### src/rtl/riscv_multicycle_ctrl_pkg.sv
// Shared types and constants for the multi-cycle RISC-V main control FSM.
// Holds the state encoding, opcode/ALUOp/mux-select constants and the retire decode.
package riscv_ctrl_pkg;

   typedef enum logic [3:0] {
      ST_FETCH  = 4'd0,
      ST_DECODE = 4'd1,
      ST_MEMADR = 4'd2,
      ST_MEMRD  = 4'd3,
      ST_MEMWB  = 4'd4,
      ST_MEMWR  = 4'd5,
      ST_EXEC_R = 4'd6,
      ST_EXEC_I = 4'd7,
      ST_ALUWB  = 4'd8,
      ST_BRANCH = 4'd9,
      ST_TRAP   = 4'd10
   } state_t;

   localparam logic [6:0] OP_LOAD   = 7'b0000011;
   localparam logic [6:0] OP_STORE  = 7'b0100011;
   localparam logic [6:0] OP_RTYPE  = 7'b0110011;
   localparam logic [6:0] OP_ITYPE  = 7'b0010011;
   localparam logic [6:0] OP_BRANCH = 7'b1100011;

   localparam logic [1:0] ALUOP_ADD   = 2'b00;
   localparam logic [1:0] ALUOP_SUB   = 2'b01;
   localparam logic [1:0] ALUOP_FUNCT = 2'b10;

   localparam logic [1:0] SRCA_PC    = 2'd0;
   localparam logic [1:0] SRCA_REG   = 2'd1;
   localparam logic [1:0] SRCA_OLDPC = 2'd2;

   localparam logic [1:0] SRCB_REG  = 2'd0;
   localparam logic [1:0] SRCB_FOUR = 2'd1;
   localparam logic [1:0] SRCB_IMM  = 2'd2;

   // A store only retires once the memory accepts the write.
   function automatic logic is_retiring(input state_t st, input logic rdy);
      logic ret;
      case (st)
         ST_MEMWB, ST_ALUWB, ST_BRANCH: ret = 1'b1;
         ST_MEMWR:                      ret = rdy;
         default:                       ret = 1'b0;
      endcase
      return ret;
   endfunction

endpackage

### src/rtl/riscv_multicycle_ctrl_if.sv
// Control bundle between the main FSM (master) and the multi-cycle datapath (slave).
interface riscv_multicycle_ctrl_if;

   logic [6:0] opcode;
   logic       zero;
   logic       mem_ready;
   logic       mem_req;
   logic       MemWrite;
   logic       IorD;
   logic       IRWrite;
   logic       PCWrite;
   logic       PCSource;
   logic [1:0] ALUSrcA;
   logic [1:0] ALUSrcB;
   logic [1:0] ALUOp;
   logic       RegWrite;
   logic       MemtoReg;
   logic       trap;

   modport master (
      input  opcode, zero, mem_ready,
      output mem_req, MemWrite, IorD, IRWrite, PCWrite, PCSource,
             ALUSrcA, ALUSrcB, ALUOp, RegWrite, MemtoReg, trap
   );

   modport slave (
      output opcode, zero, mem_ready,
      input  mem_req, MemWrite, IorD, IRWrite, PCWrite, PCSource,
             ALUSrcA, ALUSrcB, ALUOp, RegWrite, MemtoReg, trap
   );

endinterface

### src/rtl/riscv_multicycle_ctrl_counters.sv
// Free-running cycle counter and retired-instruction counter, both wrapping.
module ctrl_counters #(
   parameter int CNT_W = 32
) (
   input  logic             clk,
   input  logic             reset,
   input  logic             count_en,
   input  logic             retire,
   output logic [CNT_W-1:0] cycle_cnt,
   output logic [CNT_W-1:0] instret_cnt
);

   localparam logic [CNT_W-1:0] CNT_ONE = CNT_W'(1);

   logic [CNT_W-1:0] cycle_r;
   logic [CNT_W-1:0] instret_r;

   // Counter registers; natural overflow provides the wrap to zero.
   always_ff @(posedge clk or posedge reset) begin
      if (reset) begin
         cycle_r   <= '0;
         instret_r <= '0;
      end else begin
         if (count_en) begin
            cycle_r <= cycle_r + CNT_ONE;
         end
         if (count_en && retire) begin
            instret_r <= instret_r + CNT_ONE;
         end
      end
   end

   assign cycle_cnt   = cycle_r;
   assign instret_cnt = instret_r;

endmodule

### src/rtl/riscv_multicycle_ctrl.sv
// Main control FSM of the multi-cycle RISC-V core: sequences ALU, unified memory
// port and register file, and keeps cycle / instret counters.
module riscv_multicycle_ctrl
   import riscv_ctrl_pkg::*;
#(
   parameter int CNT_W = 32
) (
   input  logic                     clk,
   input  logic                     reset,
   riscv_multicycle_ctrl_if.master  bus,
   output logic [CNT_W-1:0]         cycle_cnt,
   output logic [CNT_W-1:0]         instret_cnt
);

   state_t     state_r;
   state_t     next_s;
   logic       is_store_r;
   logic       retire_s;

   logic       mem_req_s, memwrite_s, iord_s, irwrite_s, pcwrite_s, pcsource_s;
   logic [1:0] srca_s, srcb_s, aluop_s;
   logic       regwrite_s, memtoreg_s, trap_s;

   // State register.
   always_ff @(posedge clk or posedge reset) begin
      if (reset) begin
         state_r <= ST_FETCH;
      end else begin
         state_r <= next_s;
      end
   end

   // Load/store kind is captured in DECODE so MEMADR never looks at the opcode.
   always_ff @(posedge clk or posedge reset) begin
      if (reset) begin
         is_store_r <= 1'b0;
      end else if (state_r == ST_DECODE) begin
         is_store_r <= (bus.opcode == OP_STORE);
      end else begin
         is_store_r <= is_store_r;
      end
   end

   // Next-state and output decode.
   always_comb begin
      next_s     = state_r;
      mem_req_s  = 1'b0;
      memwrite_s = 1'b0;
      iord_s     = 1'b0;
      irwrite_s  = 1'b0;
      pcwrite_s  = 1'b0;
      pcsource_s = 1'b0;
      srca_s     = SRCA_PC;
      srcb_s     = SRCB_REG;
      aluop_s    = ALUOP_ADD;
      regwrite_s = 1'b0;
      memtoreg_s = 1'b0;
      trap_s     = 1'b0;
      case (state_r)
         ST_FETCH: begin
            mem_req_s = 1'b1;
            srcb_s    = SRCB_FOUR;
            if (bus.mem_ready) begin
               irwrite_s = 1'b1;
               pcwrite_s = 1'b1;
               next_s    = ST_DECODE;
            end else begin
               next_s    = ST_FETCH;
            end
         end
         ST_DECODE: begin
            srca_s = SRCA_OLDPC;
            srcb_s = SRCB_IMM;
            case (bus.opcode)
               OP_LOAD, OP_STORE: next_s = ST_MEMADR;
               OP_RTYPE:          next_s = ST_EXEC_R;
               OP_ITYPE:          next_s = ST_EXEC_I;
               OP_BRANCH:         next_s = ST_BRANCH;
               default:           next_s = ST_TRAP;
            endcase
         end
         ST_MEMADR: begin
            srca_s = SRCA_REG;
            srcb_s = SRCB_IMM;
            if (is_store_r) begin
               next_s = ST_MEMWR;
            end else begin
               next_s = ST_MEMRD;
            end
         end
         ST_MEMRD: begin
            mem_req_s = 1'b1;
            iord_s    = 1'b1;
            next_s    = bus.mem_ready ? ST_MEMWB : ST_MEMRD;
         end
         ST_MEMWB: begin
            regwrite_s = 1'b1;
            memtoreg_s = 1'b1;
            next_s     = ST_FETCH;
         end
         ST_MEMWR: begin
            mem_req_s  = 1'b1;
            memwrite_s = 1'b1;
            iord_s     = 1'b1;
            next_s     = bus.mem_ready ? ST_FETCH : ST_MEMWR;
         end
         ST_EXEC_R: begin
            srca_s  = SRCA_REG;
            srcb_s  = SRCB_REG;
            aluop_s = ALUOP_FUNCT;
            next_s  = ST_ALUWB;
         end
         ST_EXEC_I: begin
            srca_s  = SRCA_REG;
            srcb_s  = SRCB_IMM;
            aluop_s = ALUOP_FUNCT;
            next_s  = ST_ALUWB;
         end
         ST_ALUWB: begin
            regwrite_s = 1'b1;
            next_s     = ST_FETCH;
         end
         ST_BRANCH: begin
            srca_s     = SRCA_REG;
            srcb_s     = SRCB_REG;
            aluop_s    = ALUOP_SUB;
            pcsource_s = 1'b1;
            pcwrite_s  = bus.zero;
            next_s     = ST_FETCH;
         end
         ST_TRAP: begin
            trap_s = 1'b1;
            next_s = ST_TRAP;
         end
         default: begin
            next_s = ST_FETCH;
         end
      endcase
   end

   // Reset overrides every output combinationally so nothing leaks out mid-abort.
   assign bus.mem_req  = mem_req_s  & ~reset;
   assign bus.MemWrite = memwrite_s & ~reset;
   assign bus.IorD     = iord_s     & ~reset;
   assign bus.IRWrite  = irwrite_s  & ~reset;
   assign bus.PCWrite  = pcwrite_s  & ~reset;
   assign bus.PCSource = pcsource_s & ~reset;
   assign bus.ALUSrcA  = reset ? 2'b00 : srca_s;
   assign bus.ALUSrcB  = reset ? 2'b00 : srcb_s;
   assign bus.ALUOp    = reset ? 2'b00 : aluop_s;
   assign bus.RegWrite = regwrite_s & ~reset;
   assign bus.MemtoReg = memtoreg_s & ~reset;
   assign bus.trap     = trap_s     & ~reset;

   assign retire_s = is_retiring(state_r, bus.mem_ready);

   ctrl_counters #(
      .CNT_W (CNT_W)
   ) u_counters (
      .clk         (clk),
      .reset       (reset),
      .count_en    (1'b1),
      .retire      (retire_s),
      .cycle_cnt   (cycle_cnt),
      .instret_cnt (instret_cnt)
   );

endmodule

### src/flat_wrapper.sv
// flat-port wrapper written by rule: the top's interface ports become plain ports
module riscv_multicycle_ctrl_flat import riscv_ctrl_pkg::*;
#(
   parameter int CNT_W = 32
)
  (clk, reset, cycle_cnt, instret_cnt, bus_opcode, bus_zero, bus_mem_ready, bus_mem_req, bus_MemWrite, bus_IorD, bus_IRWrite, bus_PCWrite, bus_PCSource, bus_ALUSrcA, bus_ALUSrcB, bus_ALUOp, bus_RegWrite, bus_MemtoReg, bus_trap);
  riscv_multicycle_ctrl_if bus_i ();
  input  logic clk;
  input  logic reset;
  output logic [CNT_W-1:0] cycle_cnt;
  output logic [CNT_W-1:0] instret_cnt;
  input wire logic [$bits(bus_i.opcode)-1:0] bus_opcode;
  input wire logic [$bits(bus_i.zero)-1:0] bus_zero;
  input wire logic [$bits(bus_i.mem_ready)-1:0] bus_mem_ready;
  output wire logic [$bits(bus_i.mem_req)-1:0] bus_mem_req;
  output wire logic [$bits(bus_i.MemWrite)-1:0] bus_MemWrite;
  output wire logic [$bits(bus_i.IorD)-1:0] bus_IorD;
  output wire logic [$bits(bus_i.IRWrite)-1:0] bus_IRWrite;
  output wire logic [$bits(bus_i.PCWrite)-1:0] bus_PCWrite;
  output wire logic [$bits(bus_i.PCSource)-1:0] bus_PCSource;
  output wire logic [$bits(bus_i.ALUSrcA)-1:0] bus_ALUSrcA;
  output wire logic [$bits(bus_i.ALUSrcB)-1:0] bus_ALUSrcB;
  output wire logic [$bits(bus_i.ALUOp)-1:0] bus_ALUOp;
  output wire logic [$bits(bus_i.RegWrite)-1:0] bus_RegWrite;
  output wire logic [$bits(bus_i.MemtoReg)-1:0] bus_MemtoReg;
  output wire logic [$bits(bus_i.trap)-1:0] bus_trap;
  assign bus_i.opcode = bus_opcode;
  assign bus_i.zero = bus_zero;
  assign bus_i.mem_ready = bus_mem_ready;
  assign bus_mem_req = bus_i.mem_req;
  assign bus_MemWrite = bus_i.MemWrite;
  assign bus_IorD = bus_i.IorD;
  assign bus_IRWrite = bus_i.IRWrite;
  assign bus_PCWrite = bus_i.PCWrite;
  assign bus_PCSource = bus_i.PCSource;
  assign bus_ALUSrcA = bus_i.ALUSrcA;
  assign bus_ALUSrcB = bus_i.ALUSrcB;
  assign bus_ALUOp = bus_i.ALUOp;
  assign bus_RegWrite = bus_i.RegWrite;
  assign bus_MemtoReg = bus_i.MemtoReg;
  assign bus_trap = bus_i.trap;
  riscv_multicycle_ctrl #(.CNT_W(CNT_W)) u_core (.clk(clk), .reset(reset), .bus(bus_i), .cycle_cnt(cycle_cnt), .instret_cnt(instret_cnt));
endmodule
### config.mk
export PLATFORM = sky130hd
export DESIGN_NAME = riscv_multicycle_ctrl_flat
export DESIGN_NICKNAME = d
export VERILOG_FILES = /design/src/rtl/riscv_multicycle_ctrl_pkg.sv /design/src/rtl/riscv_multicycle_ctrl_if.sv /design/src/rtl/riscv_multicycle_ctrl_counters.sv /design/src/rtl/riscv_multicycle_ctrl.sv /design/src/flat_wrapper.sv
export SDC_FILE = /design/constraint.sdc
export NUM_CORES = 1
export LEC_CHECK = 0
export BUFFER_PORTS_ARGS = -buffer_cell sky130_fd_sc_hd__buf_2
export CAP_MARGIN = 20
export CORE_MARGIN = 2
export CORE_UTILIZATION = 40
export DETAILED_ROUTE_END_ITERATION = 10
export PLACE_DENSITY_LB_ADDON = 0.25
export SLEW_MARGIN = 15
export SYNTH_ARGS = -nofsm -noshare
export SYNTH_HDL_FRONTEND = slang
export SYNTH_HIERARCHICAL = 1
export SYNTH_SLANG_ARGS = --single-unit
### constraint.sdc
create_clock -name clk -period 3.2 [get_ports clk]
set_input_delay 0.64 -clock clk [delete_from_list [all_inputs] [get_ports clk]]
set_output_delay 0.64 -clock clk [all_outputs]
set_load 0.01 [all_outputs]
==> flow_metrics.tcl <==
set metrics [dict create \
    worstReg2RegEnd "u_core/u_counters/instret_cnt[25]$_DFFE_PP0P_" \
    yosys_warnings 6 \
    worst_slew_pin_slew_ns 0.742 \
    gp_congestion 0.789 \
    worst_r2r_startpoint "u_core/state_r[2]$_DFF_PP0_" \
    finalWirelength_um 7420 \
    startpoint_type "flip-flop" \
    reg2regPathDepth 7 \
    crit_family "simple AND/OR/NAND/NOR gates" \
    r2r_slack_ns 0.57 \
    finalNonFillerCells 525 \
    clockBufferDepth 2 \
    maxCapViolations 0 \
    numCtsBuffers 9 \
    powerDensity_mw_per_mm2 589 \
    fin_util 0.495 \
    nNetsFinal 425 \
    grt_overflow_total 0 \
    drive_gt1_frac 0.307 \
    syn_avg_cell_area_um2 11.0 \
    syn_nets 333 \
    antenna_found_initial 0 \
    arrival_ns 2.86 \
    rsz0062_at_grt "no" \
    layout_min_cycle_time_ns 2.63 \
    layout_common_cells "buf_2, dfrtp_1, xnor2_1, nand2_1, nand3_1" \
    dp.cells 509 \
    clk_latency_ns 0.34 \
    route.vias.total 2703 \
    ios 90 \
    regArea_mm2 0.00173 \
    ys_ff_latch 69 \
    final_common_cell "buf_2" \
    crit_fanout 14 \
    synth_flop_cell "dfrtp_1" \
    crit_type "reg -> reg" \
    crit_buf_inv 0 \
    place_ws_ns 0.549 \
    syn_to_final_growth_pct 21.4 \
    placed_area_mm2 0.00405 \
    finalHoldViolations 0 \
    cts_setup_buffers 0 \
    dp_hpwl_um 5410 \
    multi_input_area_mm2 0.00168 \
    maxSlewViolCount 0 \
    slowest_stage "dfrtp_1" \
    cts_sinks 69 \
    avgRoutedWirePerCell_um 14.1 \
    critPathMaxStageDelay_ns 0.68 \
    cts_hold_buf 0 \
    holdWs_ns 0.301 \
    fp-row-count 34 \
    synth_edf_count 0 \
    grt_max_degree 36 \
    yosysSeqAreaShare 0.490 \
    tns_ns 0 \
    async_flop_share 1.00 \
    grt_util_all_layers 0.164 \
    netlist_area_mm2 0.00352 \
    status "completed" \
    initial_core_util 0.408 \
    finalPower_mw 2.52 \
    chipWidth_um 97.8 \
    portBuffers 89 \
    post-route-drc-count 0 \
    end_kind "flip-flop" \
    synth_cell_types 52 \
    die-area_mm2 0.00957 \
    core_mm2 0.00864 \
    required_ns 3.43 \
    path_cells "nand2b_1 > o21bai_1 > a21oi_1 > nand4_2 > nor4_2 > nand4_1 > xnor2_1" \
    grt_pass1_vias 2627 \
    slew_headroom 0.501 \
    routed_via_density 5.15 \
    leakage_nw 2.07 \
    synthCells 320 \
    irDropWorstVdd_mv 0.356 \
    fmax_ghz 0.380 \
    design_area_mm2 0.00427 \
    cts_tree "built" \
    grt_pass1_wl_um 12900 \
    cts_resized 0 \
    fin_ws_ns 0.566 \
    setup_viol 0 \
    drt.antenna.violating_nets 0 \
    fin_crit_sh 0.823 \
    fillers 831 \
    worst_clock_skew_ns 0.00745 \
    first_pass_iters 4 \
    diodes 0 \
    initialDrtViolationCount 65 \
    root_buffer "clkbuf_8" \
    die_h_um 97.8 \
    hold_path_class "in -> async" \
    path_clk_slew_ns 0.07 \
    cts_max_level 3 \
]
-- routing by layer --
metal	up-vias	track usage	wire, um
met1	1324	0.217	3370
met3	10	0.0537	343
met2	62	0.260	3600
met5	-	0	0
met4	0	0.0491	104
li1	1307	-	-
-- cell families (layout without fill, tap and decap cells) --
logic type | Yosys count | after routing | share of synthesized area
compound gates | 17 | 17 | 0.0341
xor+xnor | 64 | 64 | 0.159
other cells | 1 | 1 | 0.00107
flops | 69 | 69 | 0.490
mux | 4 | 4 | 0.0124
fa+ha+maj | 2 | 2 | 0.00711
simple gates | 144 | 144 | 0.263
buf+inv | 19 | 116 | 0.0327
-- flip-flops by register name, indices dropped and copies added (netlist names) --
name and count:
u_core/is_store_r 1, u_core/u_counters/cycle_cnt 32, u_core/state_r 4, u_core/u_counters/instret_cnt 32
-- worst register-to-register path, cell delays in order, from the launching register on --
cell and delay [ns]:
dfrtp_1 0.68, nand2b_1 0.21, o21bai_1 0.20, a21oi_1 0.32
nand4_2 0.24, nor4_2 0.53, nand4_1 0.18, xnor2_1 0.16
-- power by group --
part	leakage, nW	internal, mW	switching [mW]
combinational	1.03	0.277	0.303
sequential	0.926	0.961	0.187
clock	0.112	0.458	0.330
total	2.07	1.70	0.820
-- worst max path at each step --
stage	end	startpoint	slack, ns	depth (start not counted)
global route	u_core/u_counters/instret_cnt[27]$_DFFE_PP0P_	u_core/state_r[2]$_DFF_PP0_	0.27	7
detailed placement	u_core/u_counters/instret_cnt[31]$_DFFE_PP0P_	u_core/state_r[2]$_DFF_PP0_	0.55	7
finish	u_core/u_counters/instret_cnt[25]$_DFFE_PP0P_	u_core/state_r[2]$_DFF_PP0_	0.57	7
CTS	u_core/u_counters/instret_cnt[31]$_DFFE_PP0P_	u_core/state_r[2]$_DFF_PP0_	0.55	7
floorplan	u_core/u_counters/instret_cnt[12]$_DFFE_PP0P_	u_core/state_r[3]$_DFF_PP0_	0.94	8
global placement	u_core/u_counters/instret_cnt[31]$_DFFE_PP0P_	u_core/state_r[2]$_DFF_PP0_	0.65	7
-- cell type report --
| class | instances | area share |
|---|---|---|
| multi-input combinational | 232 | 0.393 |
| tap | 108 | 0.0316 |
| sequential | 69 | 0.404 |
| inverter | 9 | 0.00849 |
| timing repair buffer | 91 | 0.111 |
| clock inverter | 6 | 0.0202 |
| clock buffer | 10 | 0.0322 |
-- synth_stat cells (2+ instances only) --
cell,number,share of area
dfrtp_1,69,0.49
xnor2_1,54,0.13
nand2_1,24,0.026
nand3_1,23,0.033
nand4_1,21,0.037
nor2_1,13,0.014
nor3_1,13,0.018
xor2_1,10,0.025
inv_1,8,0.0085
and3_1,7,0.012
a21oi_1,5,0.0071
and4_1,5,0.012
nand2b_1,5,0.0089
and2_1,4,0.0071
buf_4,4,0.0085
nand4_2,4,0.014
buf_6,3,0.0096
mux2_2,3,0.0096
nor4_2,3,0.011
a21o_1,2,0.0043
buf_2,2,0.0028
ha_1,2,0.0071
nor2b_1,2,0.0036
nor4_4,2,0.012
nor4bb_1,2,0.0057
o22ai_1,2,0.0036
or3_4,2,0.0064
or4b_1,2,0.0057
Power figures use the tool's default switching activity.
